`src/rtl/controller_ws_pkg.sv`:
```
// Shared types for the controller_ws instruction sequencer: FSM states,
// opcodes and the ALU-class opcode decode.
package controller_ws_pkg;

  typedef enum logic [3:0] {
    INST_ADDR  = 4'd0,
    INST_FETCH = 4'd1,
    INST_LOAD  = 4'd2,
    IDLE       = 4'd3,
    OP_ADDR    = 4'd4,
    OP_FETCH   = 4'd5,
    ALU_OP     = 4'd6,
    STORE      = 4'd7,
    HALTED     = 4'd8,
    FAULT      = 4'd9
  } state_t;

  typedef enum logic [2:0] {
    HLT = 3'd0,
    SKZ = 3'd1,
    ADD = 3'd2,
    AND = 3'd3,
    XOR = 3'd4,
    LDA = 3'd5,
    STO = 3'd6,
    JMP = 3'd7
  } opcode_t;

  // Opcodes that read an operand from memory and load the accumulator.
  function automatic logic is_aluop(input opcode_t op);
    return op inside {ADD, AND, XOR, LDA};
  endfunction

endpackage

```
`src/rtl/controller_ws_if.sv`:
```
// Controller-to-datapath bundle: opcode/status inputs to the controller,
// datapath strobes, fault flag and state observation back out.
interface controller_ws_if;
  import controller_ws_pkg::*;

  opcode_t opcode;
  logic    zero;
  logic    mem_ready;
  logic    run;
  logic    mem_rd;
  logic    load_ir;
  logic    halt;
  logic    inc_pc;
  logic    load_ac;
  logic    load_pc;
  logic    mem_wr;
  logic    bus_err;
  state_t  state;

  modport master (
    input  opcode, zero, mem_ready, run,
    output mem_rd, load_ir, halt, inc_pc, load_ac, load_pc, mem_wr,
    output bus_err, state
  );

  modport slave (
    output opcode, zero, mem_ready, run,
    input  mem_rd, load_ir, halt, inc_pc, load_ac, load_pc, mem_wr,
    input  bus_err, state
  );

endinterface

```
`src/rtl/controller_ws_wait_timer.sv`:
```
// Stall-cycle counter for memory phases; expired flags that the count has
// reached TIMEOUT and the counter stops there until cleared.
module wait_timer #(
  parameter int unsigned TIMEOUT = 15
) (
  input  logic clk,
  input  logic reset,
  input  logic clear,
  input  logic enable,
  output logic expired
);

  localparam int W = $clog2(TIMEOUT + 1);
  localparam logic [W-1:0] LIMIT = W'(TIMEOUT);

  logic [W-1:0] count;

  always_ff @(posedge clk or negedge reset) begin
    if (!reset) begin
      count <= '0;
    end else if (clear) begin
      count <= '0;
    end else if (enable && !expired) begin
      count <= count + W'(1);
    end
  end

  assign expired = (count == LIMIT);

endmodule

```
`src/rtl/controller_ws.sv`:
```
// Eight-phase instruction sequencer with optional memory wait states,
// per-phase stall timeout into a sticky FAULT, and an optional HALTED park.
module controller_ws
  import controller_ws_pkg::*;
#(
  parameter bit          WAIT_EN   = 1'b1,
  parameter int unsigned TIMEOUT   = 15,
  parameter bit          HALT_STOP = 1'b1
) (
  input logic            clk,
  input logic            reset,
  controller_ws_if.master bus
);

  state_t state_q;
  logic   bus_err_q;
  logic   aluop;
  logic   stall_phase;
  logic   stalled;
  logic   timer_clear;
  logic   expired;

  logic mem_rd, load_ir, halt, inc_pc, load_ac, load_pc, mem_wr;

  assign aluop = is_aluop(bus.opcode);

  always_comb begin
    stall_phase = 1'b0;
    case (state_q)
      INST_FETCH: stall_phase = 1'b1;
      OP_FETCH:   stall_phase = aluop;
      STORE:      stall_phase = (bus.opcode == STO);
      default:    stall_phase = 1'b0;
    endcase
  end

  // A cycle is a stall only when waits are enabled and memory is not ready;
  // any other cycle leaves the state, so clearing the timer there keeps the
  // count per-phase.
  assign stalled     = WAIT_EN && stall_phase && !bus.mem_ready;
  assign timer_clear = !stalled;

  wait_timer #(
    .TIMEOUT (TIMEOUT)
  ) u_wait_timer (
    .clk     (clk),
    .reset   (reset),
    .clear   (timer_clear),
    .enable  (stalled),
    .expired (expired)
  );

  always_ff @(posedge clk or negedge reset) begin
    if (!reset) begin
      state_q   <= INST_ADDR;
      bus_err_q <= 1'b0;
    end else if (stalled) begin
      if (expired) begin
        state_q   <= FAULT;
        bus_err_q <= 1'b1;
      end
    end else begin
      case (state_q)
        INST_ADDR:  state_q <= INST_FETCH;
        INST_FETCH: state_q <= INST_LOAD;
        INST_LOAD:  state_q <= IDLE;
        IDLE:       state_q <= OP_ADDR;
        OP_ADDR:    state_q <= (HALT_STOP && bus.opcode == HLT) ? HALTED : OP_FETCH;
        OP_FETCH:   state_q <= ALU_OP;
        ALU_OP:     state_q <= STORE;
        STORE:      state_q <= INST_ADDR;
        HALTED:     state_q <= bus.run ? INST_ADDR : HALTED;
        FAULT:      state_q <= FAULT;
        default:    state_q <= INST_ADDR;
      endcase
    end
  end

  // Controls decode from state plus the live opcode, so reset forcing
  // INST_ADDR silences every strobe without waiting for a clock.
  always_comb begin
    mem_rd  = 1'b0;
    load_ir = 1'b0;
    halt    = 1'b0;
    inc_pc  = 1'b0;
    load_ac = 1'b0;
    load_pc = 1'b0;
    mem_wr  = 1'b0;
    case (state_q)
      INST_FETCH: mem_rd = 1'b1;
      INST_LOAD, IDLE: begin
        mem_rd  = 1'b1;
        load_ir = 1'b1;
      end
      OP_ADDR: begin
        inc_pc = 1'b1;
        halt   = (bus.opcode == HLT);
      end
      OP_FETCH: mem_rd = aluop;
      ALU_OP: begin
        mem_rd  = aluop;
        load_ac = aluop;
        inc_pc  = (bus.opcode == SKZ) && bus.zero;
        load_pc = (bus.opcode == JMP);
      end
      STORE: begin
        mem_rd  = aluop;
        load_ac = aluop;
        inc_pc  = (bus.opcode == JMP);
        load_pc = (bus.opcode == JMP);
        mem_wr  = (bus.opcode == STO);
      end
      HALTED:  halt = 1'b1;
      default: ;
    endcase
  end

  assign bus.mem_rd  = mem_rd;
  assign bus.load_ir = load_ir;
  assign bus.halt    = halt;
  assign bus.inc_pc  = inc_pc;
  assign bus.load_ac = load_ac;
  assign bus.load_pc = load_pc;
  assign bus.mem_wr  = mem_wr;
  assign bus.bus_err = bus_err_q;
  assign bus.state   = state_q;

endmodule

```
`src/flat_wrapper.sv`:
```
// flat-port wrapper written by rule: the top's interface ports become plain ports
module controller_ws_flat import controller_ws_pkg::*;
#(
  parameter bit          WAIT_EN   = 1'b1,
  parameter int unsigned TIMEOUT   = 15,
  parameter bit          HALT_STOP = 1'b1
)
  (clk, reset, bus_opcode, bus_zero, bus_mem_ready, bus_run, bus_mem_rd, bus_load_ir, bus_halt, bus_inc_pc, bus_load_ac, bus_load_pc, bus_mem_wr, bus_bus_err, bus_state);
  controller_ws_if bus_i ();
  input logic clk;
  input logic reset;
  input wire logic [$bits(bus_i.opcode)-1:0] bus_opcode;
  input wire logic [$bits(bus_i.zero)-1:0] bus_zero;
  input wire logic [$bits(bus_i.mem_ready)-1:0] bus_mem_ready;
  input wire logic [$bits(bus_i.run)-1:0] bus_run;
  output wire logic [$bits(bus_i.mem_rd)-1:0] bus_mem_rd;
  output wire logic [$bits(bus_i.load_ir)-1:0] bus_load_ir;
  output wire logic [$bits(bus_i.halt)-1:0] bus_halt;
  output wire logic [$bits(bus_i.inc_pc)-1:0] bus_inc_pc;
  output wire logic [$bits(bus_i.load_ac)-1:0] bus_load_ac;
  output wire logic [$bits(bus_i.load_pc)-1:0] bus_load_pc;
  output wire logic [$bits(bus_i.mem_wr)-1:0] bus_mem_wr;
  output wire logic [$bits(bus_i.bus_err)-1:0] bus_bus_err;
  output wire logic [$bits(bus_i.state)-1:0] bus_state;
  assign bus_i.opcode = bus_opcode;
  assign bus_i.zero = bus_zero;
  assign bus_i.mem_ready = bus_mem_ready;
  assign bus_i.run = bus_run;
  assign bus_mem_rd = bus_i.mem_rd;
  assign bus_load_ir = bus_i.load_ir;
  assign bus_halt = bus_i.halt;
  assign bus_inc_pc = bus_i.inc_pc;
  assign bus_load_ac = bus_i.load_ac;
  assign bus_load_pc = bus_i.load_pc;
  assign bus_mem_wr = bus_i.mem_wr;
  assign bus_bus_err = bus_i.bus_err;
  assign bus_state = bus_i.state;
  controller_ws #(.WAIT_EN(WAIT_EN), .TIMEOUT(TIMEOUT), .HALT_STOP(HALT_STOP)) u_core (.clk(clk), .reset(reset), .bus(bus_i));
endmodule
```
`config.mk`:
```
export PLATFORM = sky130hd
export DESIGN_NAME = controller_ws_flat
export DESIGN_NICKNAME = d
export VERILOG_FILES = /design/src/rtl/controller_ws_pkg.sv /design/src/rtl/controller_ws_if.sv /design/src/rtl/controller_ws_wait_timer.sv /design/src/rtl/controller_ws.sv /design/src/flat_wrapper.sv
export SDC_FILE = /design/constraint.sdc
export NUM_CORES = 1
export LEC_CHECK = 0
export CAP_MARGIN = 20
export CORE_MARGIN = 1.5
export CORE_UTILIZATION = 40
export DETAILED_ROUTE_END_ITERATION = 10
export PLACE_DENSITY = 0.75
export SYNTH_ARGS = -nofsm -noshare
export SYNTH_HDL_FRONTEND = slang
export SYNTH_HIERARCHICAL = 1
export SYNTH_SLANG_ARGS = --single-unit
```
`constraint.sdc`:
```
create_clock -name clk -period 2.9 [get_ports clk]
set_input_delay 0.58 -clock clk [delete_from_list [all_inputs] [get_ports clk]]
set_output_delay 0.58 -clock clk [all_outputs]
set_load 0.005 [all_outputs]
```
==> results.toml, run 1 <==
[status]
outcome = "finished, final reports clean"

[floorplanning]
die_y_microns = 44.6
ios = 20
die_x_microns = 44.6
rows = 14
dieArea_sq_um = 1990
core-area_sq_um = 1560
initial_utilization = 0.445

[clock_tree]
clockBufferDepth = 2
path_clk_slew_ns = 0.06
clk_latency_ns = 0.25
cts_sinks = 9
cts-root-buf = "clkbuf_4"
cts-hold-fix-buffers = 0
numCtsBuffers = 3
cts_resized = 0
cts_tree = "built"
cts_setup_buffers = 0
cts_max_level = 1

[timing]
rsz0062_at_grt = "false"
setup_violations = 0
max_freq_ghz = 0.361
slew_headroom = 0.732
hold_ws_ns = 0.457
final-hold-violation-count = 0
fin_worst_skew_ns = 0.00350
tightest_slew_ns = 0.400
period_minus_slack_ns = 2.77
period_share = 0.955
setup_tns_ns = 0
drv_slew = 0

[layout]
nets = 106
area_delta_synth_final_pct = 32.3
n_fill_cell = 152
layout-drive-gt1-share = 0.146
diodes = 0
finish.utilization = 0.588

[power_and_ir_drop]
p_leak_nw = 0.379
power_frac_clock = 0.138
seq_power_share = 0.335
power.internal_uw = 406
powerDensity_nw_per_um2 = 723
switchingPower_uw = 257
combPwrFrac = 0.527
ir_drop_mv = 0.455
switching_share = 0.387

[job]
drv_cap = 0

[route]
routed_via_density = 5.51
ant_nets = 0
first_pass_iters = 4
wl_microns = 1410
vias = 617
dr.first_iter.drc_count = 6
wl_per_cell_microns = 12.6
drc = 0

[place]
hpwl_microns = 1060
port_buffers = 19
finalWeightedCongestion = 0.769

[min_path]
hold_path.startpoint = "u_core/bus.bus_err"
worst_hold_path_type = "flip-flop to flip-flop"

[global_routing]
grt_pass1_vias = 596
grt_overflow = 0
grt_pass1_wl_microns = 2480
grt_max_degree = 15
track_usage = 0.165
antenna_found_initial = 0

[setup_path]
r2r-start = "u_core/bus.state[2]"
start_kind = "input port"
arrival_ns = 2.19
cp-startpoint = "bus_opcode[0]"
path_max_fanout = 7
crit_type = "input port to output port"
endpoint_kind = "output port"
required_ns = 2.32

[yosys]
synth.avg_cell_area_sq_um = 9.00
synthTopCellsByArea = "dfrtp_1, nand2b_1, a21oi_1"
synth.distinct_cells = 39
synth_top_family_by_area = "simple AND/OR/NAND/NOR gates"
synth_compound_gate_area_share = 0.209
yosysSeqAreaShare = 0.325
ys_warn_count = 6
synth.top_cell.area_share = 0.325
synth_mux_area_frac = 0.0650
synth-seq-cells = 9
syn-instance-count = 77
syn-num-nets = 86
synth-simple-area-share = 0.303
syn_area_sq_um = 693
synthXorXnorAreaFrac = 0.0126
yosysTopAreaCell = "dfrtp_1"
synthAdderAreaFrac = 0.0181
## path summary, 6_finish.rpt
check                                                     to  slack, ns  cells past startpoint
worst min-delay path                      u_core/bus.bus_err       0.46                      1
min in group asynchronous       u_core/u_wait_timer/count[3]       0.62                      1
worst min register to register            u_core/bus.bus_err       0.46                      1
max in group asynchronous                u_core/bus.state[3]       2.00                      1
worst max register to register  u_core/u_wait_timer/count[0]       0.91                      5
worst max-delay path                              bus_inc_pc       0.13                      6
## worst max-delay path, cell delays in order
cell             delay (ns)
clkdlybuf4s50_1        0.61
nand2_1                0.08
o31ai_1                0.19
o21ai_0                0.10
a21oi_1                0.12
clkdlybuf4s50_1        0.51
## routing by layer
metal | wire, microns | vias to the layer above | GRT usage | share of wire
li1 | - | 318 | - | -
met1 | 668 | 282 | 0.217 | 0.47
met2 | 689 | 17 | 0.267 | 0.49
met3 | 51 | 0 | 0.0245 | 0.036
met4 | 0 | 0 | 0.0727 | 0
met5 | 0 | - | 0 | 0
## state kept, by name, indices dropped and copies added, names as in the netlist
signal                     count
u_core/bus.state               4
u_core/u_wait_timer/count      4
u_core/bus.bus_err             1
## logic make-up (layout without fill, tap and decap cells)
| group | after synthesis | count (layout) |
|---|---|---|
| XOR/XNOR | 1 | 1 |
| flip-flops | 9 | 9 |
| AO/OA/AOI/OAI | 19 | 19 |
| adder cells (fa/ha/maj) | 1 | 1 |
| buffers and inverters | 9 | 28 |
| multiplexers | 4 | 4 |
| AND/OR/NAND/NOR | 34 | 34 |
## power groups by stage
stage | Combinational [mW] | Sequential, mW | Clock (mW)
floorplan | 0.257 | 0.172 | 0
global placement | 0.347 | 0.223 | 0
detailed placement | 0.353 | 0.222 | 0
CTS | 0.354 | 0.220 | 0.0967
global route | 0.390 | 0.230 | 0.105
finish | 0.350 | 0.222 | 0.0916
## area by class of cell
type / count / area (sq um) / area share
inverters: 3 / 11.3 / 0.0123
repair buffers: 21 / 208 / 0.226
flip-flops and latches: 9 / 225 / 0.246
well taps: 16 / 20.0 / 0.0218
multi-input cells: 59 / 427 / 0.465
clock buffers: 4 / 26.3 / 0.0286
## cell usage after synthesis
cell type,instances
or3_1,1
and3_4,1
dfrtp_1,9
a21o_2,1
nor3_1,5
inv_1,3
o2bb2ai_1,1
o32ai_1,1
and4b_2,1
clkbuf_1,3
nand2b_1,6
or2_0,1
nor2b_1,3
and4b_1,1
a221oi_1,1
buf_6,1
a211oi_4,1
nand3_1,1
nor2_1,4
mux2_4,1
nand4_1,3
o21ai_2,1
buf_2,1
ha_1,1
nor2b_4,1
a211o_1,1
o41ai_1,1
xnor2_1,1
a21o_1,1
o31ai_1,1
nor4_1,1
or2_2,1
nor3b_1,1
buf_4,1
o21ai_0,2
mux2i_1,3
a21oi_1,6
nand2_1,3
a32oi_1,1
## placed cells by master (no fill, tap or decap), types with 2 or more instances in the layout
cell	Yosys	final
nor3_1	5	4
nor2_1	4	4
clkdlybuf4s50_1	0	18
nor2b_1	3	3
inv_1	3	3
nand4_1	3	3
clkbuf_4	0	3
o21ai_0	2	2
a21oi_1	6	6
nand2b_1	6	6
buf_4	1	2
mux2i_1	3	3
nand2_1	3	3
dfrtp_1	9	9
## metrics by stage
stage	instance area [sq um]	power, mW	setup slack [ns]	instances
global placement	883	0.570	0.116	108
floorplan	693	0.429	0.883	77
finish	917	0.663	0.130	112
CTS	910	0.671	0.103	112
detailed placement	883	0.575	0.102	108
global route	917	0.725	0.0105	112
(Power assumes the default switching activity.)
==> run 2, diff against run 1 <==
--- a/config.mk
+++ b/config.mk
@@ -6,7 +6,7 @@
 export NUM_CORES = 1
 export LEC_CHECK = 0
 export CAP_MARGIN = 20
-export CORE_MARGIN = 1.5
+export CORE_MARGIN = 1
 export CORE_UTILIZATION = 40
 export DETAILED_ROUTE_END_ITERATION = 10
 export PLACE_DENSITY = 0.75
==> run 2 against run 1 <==
Against the previous run: register-to-register slack is essentially flat; routed wire length rose by 2.6%; highest routed layer unchanged; count of clock-buffer cells in the layout is the same; total power up 0.50%.
==> results.toml, run 2 (synthesis results as in run 1) <==
[layout]
finalNonFillerCells = 112
area_delta_synth_final_pct = 32.3
layout-drive-gt1-share = 0.146
finish.utilization = 0.588
diodes = 0
layout_common_cells = "clkdlybuf4s50_1, dfrtp_1, nand2b_1, a21oi_1"
nets = 106
final_common_cell = "clkdlybuf4s50_1"

[route]
first_pass_iters = 4
wl_microns = 1450
vias = 638
route.met3.wl_microns = 46
wl_per_cell_microns = 12.9
wl_met1_microns = 680
dr.first_iter.drc_count = 9
routed_via_density = 5.70
ant_nets = 0
drc = 0
top_layer = "met3"
wl_met2_microns = 718

[setup_path]
crit_top_cell = "clkdlybuf4s50_1"
rrSetupSlack_ns = 0.90
worstPathCellList = "clkdlybuf4s50_1 -> xnor2_1 -> a221oi_1 -> clkdlybuf4s50_1"
endpoint_kind = "output port"
arrival_ns = 2.23
worst-r2r-cell-count = 5
crit_type = "input port to output port"
r2r-end = "u_core/u_wait_timer/count[0]"
r2r-start = "u_core/bus.state[2]"
start_kind = "input port"
critPathMaxStageDelay_ns = 0.66
slowest_stage = "clkdlybuf4s50_1"
path_max_fanout = 9
required_ns = 2.32

[timing]
rsz0062_at_grt = "false"
period_minus_slack_ns = 2.81
setup_tns_ns = 0
setup_violations = 0
setup_slack_ns = 0.0943
drv_slew = 0
max_freq_ghz = 0.356
period_share = 0.967
final-hold-violation-count = 0
slew_headroom = 0.731
fin_worst_skew_ns = 0.00259
tightest_slew_ns = 0.402

[global_routing]
track_usage = 0.174
grt_pass1_vias = 591
antenna_found_initial = 0
grt_overflow = 0
grt_pass1_wl_microns = 2500
grt_max_degree = 15

[clock_tree]
cts_max_level = 1
clockBufferDepth = 2
numCtsBuffers = 3
cts-root-buf = "clkbuf_4"
clk_latency_ns = 0.25
cts_setup_buffers = 0
cts_tree = "built"
path_clk_slew_ns = 0.06
cts_sinks = 9

[power_and_ir_drop]
switchingPower_uw = 260
combPwrFrac = 0.526
power.internal_uw = 406
p_leak_nw = 0.379
power.total_uw = 667
ir_drop_mv = 0.427
switching_share = 0.390
powerDensity_nw_per_um2 = 727
seq_power_share = 0.333
power_frac_clock = 0.141

[place]
hpwl_microns = 1040
dpl_worst_slack_ns = 0.104
dp.cells = 108
port_buffers = 19
finalWeightedCongestion = 0.782

[floorplanning]
initial_utilization = 0.445
rows = 14
dieArea_sq_um = 1900
die_y_microns = 43.6
core-area_sq_um = 1560
ios = 20
die_x_microns = 43.6

[job]
drv_cap = 0

[status]
outcome = "finished, final reports clean"

[min_path]
hold-path-endpoint = "u_core/bus.bus_err"
min_delay_path_depth = 1
hold_path.startpoint = "u_core/bus.bus_err"
worst_hold_path_type = "flip-flop to flip-flop"
==> run 2: final cells by class <==
type	instances	area [sq um]
clock buffers	4	26.3
fillers	144	642
inverters	3	11.3
multi-input cells	59	427
flip-flops and latches	9	225
well taps	16	20.0
repair buffers	21	208
==> run 2: worst max path at each step <==
stage / cells after the start / from / to / slack (ns)
finish: 4 / bus_opcode[1] / bus_mem_rd / 0.09
global route: 4 / bus_opcode[1] / bus_mem_rd / 0.01
CTS: 5 / bus_opcode[1] / bus_halt / 0.10
detailed placement: 5 / bus_opcode[1] / bus_halt / 0.10
global placement: 5 / bus_opcode[2] / bus_halt / 0.12
floorplan: 6 / bus_opcode[2] / u_core/u_wait_timer/count[0] / 0.88
==> run 2: power by group through the flow <==
stage,Combinational [mW],Sequential [mW],Clock [mW]
global placement,0.346,0.223,0
CTS,0.353,0.222,0.0985
floorplan,0.257,0.172,0
detailed placement,0.350,0.224,0
global route,0.390,0.231,0.106
finish,0.351,0.222,0.0939
==> run 2: metal layers <==
metal | vias to the layer above | GRT usage
met5 | - | 0
met4 | 0 | 0.0750
met1 | 304 | 0.225
met3 | 0 | 0.0250
met2 | 13 | 0.287
li1 | 321 | -
==> run 2: critical path: cells and delay by family <==
family,cells,cell delay (ns)
buffers and inverters,2,1.21
AO/OA/AOI/OAI,1,0.30
XOR/XNOR,1,0.14
==> run 2: stage by stage <==
step                hold WS, ns  instance area (sq um)
floorplan                 0.284                    693
finish                    0.455                    917
global route              0.486                    917
CTS                       0.458                    910
global placement          0.441                    883
detailed placement        0.444                    883
==> run 2: repair_timing <==
| item | in CTS | in global routing |
|---|---|---|
| hold buffers | 0 | 0 |
| gates resized for setup | 0 | 2 |
| setup endpoints to repair | 0 | 1 |
==> run 3, diff against run 2 <==
--- a/config.mk
+++ b/config.mk
@@ -5,6 +5,7 @@
 export SDC_FILE = /design/constraint.sdc
 export NUM_CORES = 1
 export LEC_CHECK = 0
+export ABC_CLOCK_PERIOD_IN_PS = 3580
 export CAP_MARGIN = 20
 export CORE_MARGIN = 1
 export CORE_UTILIZATION = 40
==> constraint.sdc (replaced) <==
create_clock -name clk -period 3.58 [get_ports clk]
set_input_delay 0.716 -clock clk [delete_from_list [all_inputs] [get_ports clk]]
set_output_delay 0.716 -clock clk [all_outputs]
set_load 0.005 [all_outputs]
==> run 3 against run 2 <==
Against the previous run: total power down 20%; sequential share of layout area up 0.62 points; combinational power down 20%; routed wire length down 0.69%; non-clock buffer count down 2; critical path depth up 1; worst hold slack better by 0.0065 ns; critical endpoint is now bus_halt; largest cell class unchanged; highest routed layer is now met4.
==> results.toml, run 3 (synthesis results as in run 1) <==
[status]
outcome = "finished, final reports clean"

[power_and_ir_drop]
power_frac_clock = 0.141
ir_drop_mv = 0.315
combPwrFrac = 0.526
switching_share = 0.393
p_leak_nw = 0.358
seq_power_share = 0.333
power.internal_uw = 325
powerDensity_nw_per_um2 = 599
switchingPower_uw = 211
power.total_uw = 536

[timing]
max_freq_ghz = 0.317
setup_violations = 0
setup_tns_ns = 0
final-hold-violation-count = 0
rsz0062_at_grt = "false"
drv_slew = 0
hold_ws_ns = 0.462
period_share = 0.880
tightest_slew_ns = 0.456
slew_headroom = 0.695
fin_worst_skew_ns = 0.00657
period_minus_slack_ns = 3.15

[setup_path]
r2r-end = "u_core/u_wait_timer/count[0]"
start_kind = "input port"
worst-r2r-cell-count = 5
required_ns = 2.86
crit_buf_inv = 2
rrSetupSlack_ns = 1.51
r2r-start = "u_core/bus.state[2]"
arrival_ns = 2.43
slowest_stage = "clkdlybuf4s50_1"
crit_family = "buffers and inverters"
path_max_fanout = 9
critPathMaxStageDelay_ns = 0.55
worstPathCellList = "clkdlybuf4s50_1 -> nor3_1 -> a21oi_1 -> nor3_1 -> clkdlybuf4s50_1"
crit_type = "input port to output port"
endpoint_kind = "output port"

[layout]
area_delta_synth_final_pct = 29.1
n_fill_cell = 141
nets = 104
fin_area_sq_um = 895
diodes = 0
multi_input_area_sq_um = 422
final_common_cell = "clkdlybuf4s50_1"
regArea_sq_um = 225
layout_common_cells = "clkdlybuf4s50_1, dfrtp_1, nand2b_1, a21oi_1, nor3_1"
layout-drive-gt1-share = 0.117

[min_path]
hold_path.startpoint = "u_core/bus.bus_err"
hold-path-endpoint = "u_core/bus.bus_err"
worst_hold_path_type = "flip-flop to flip-flop"
min_delay_path_depth = 1

[route]
ant_nets = 0
dr.first_iter.drc_count = 7
drc = 0
routed_via_density = 5.53
wl_per_cell_microns = 13.0
first_pass_iters = 4
vias = 608
wl_microns = 1440

[clock_tree]
cts_setup_buffers = 0
cts-root-buf = "clkbuf_4"
clockBufferDepth = 2
path_clk_slew_ns = 0.06
cts_tree = "built"
cts-hold-fix-buffers = 0
cts_max_level = 1
numCtsBuffers = 3
clk_latency_ns = 0.25
cts_sinks = 9
cts_resized = 0

[floorplanning]
rows = 14
initial_utilization = 0.445
die_x_microns = 43.6
dieArea_sq_um = 1900
core-area_sq_um = 1560
die_y_microns = 43.6
ios = 20

[global_routing]
antenna_found_initial = 0
grt_max_degree = 15
grt_pass1_vias = 538
grt_pass1_wl_microns = 2330
track_usage = 0.163
grt_overflow = 0

[place]
finalWeightedCongestion = 0.780
dpl-instance-area_sq_um = 868
hpwl_microns = 1090
port_buffers = 19

[job]
drv_cap = 0
## run 3: cell types whose count changed in the layout (fill, tap and decap cells not counted), sizes merged
cell           before  now
dlymetal6s2s        1    0
buf                 2    0
clkdlybuf4s50      18   19
## run 3: worst max-delay path by stage
stage | startpoint | to | cells past startpoint
6_report | bus_opcode[1] | bus_halt | 5
5_1_grt | bus_opcode[1] | bus_halt | 5
4_1_cts | bus_opcode[2] | bus_halt | 5
3_5_place_dp | bus_opcode[1] | bus_halt | 5
3_3_place_gp | bus_opcode[1] | bus_halt | 5
2_1_floorplan | bus_opcode[2] | u_core/u_wait_timer/count[0] | 6
## run 3: cell type report
class / instances / area share
Multi-Input combinational cell: 59 / 0.471
Sequential cell: 9 / 0.252
Timing Repair Buffer: 19 / 0.213
Clock buffer: 4 / 0.0294
Tap cell: 16 / 0.0224
Inverter: 3 / 0.0126
## run 3: per-stage QoR
step | utilization | setup WS (ns) | cells
final | 0.574 | 0.429 | 110
after floorplan | - | 1.43 | 77
after detailed placement | 0.557 | 0.444 | 106
after CTS | 0.574 | 0.434 | 110
after global routing | 0.574 | 0.236 | 110
after global placement | 0.557 | 0.473 | 106
## run 3: per-layer routing
metal | global-route usage | up-vias | part of all wire
li1 | - | 316 | -
met4 | 0.0750 | 0 | 0.0056
met2 | 0.281 | 9 | 0.49
met1 | 0.206 | 281 | 0.48
met5 | 0 | - | 0
met3 | 0.0125 | 2 | 0.026
## run 3: power groups by stage
stage               Sequential [mW]  Clock, mW  Combinational [mW]
detailed placement            0.179          0               0.282
floorplan                     0.140          0               0.208
global route                  0.185     0.0842               0.312
CTS                           0.178     0.0788               0.284
finish                        0.179     0.0754               0.282
global placement              0.181          0               0.275
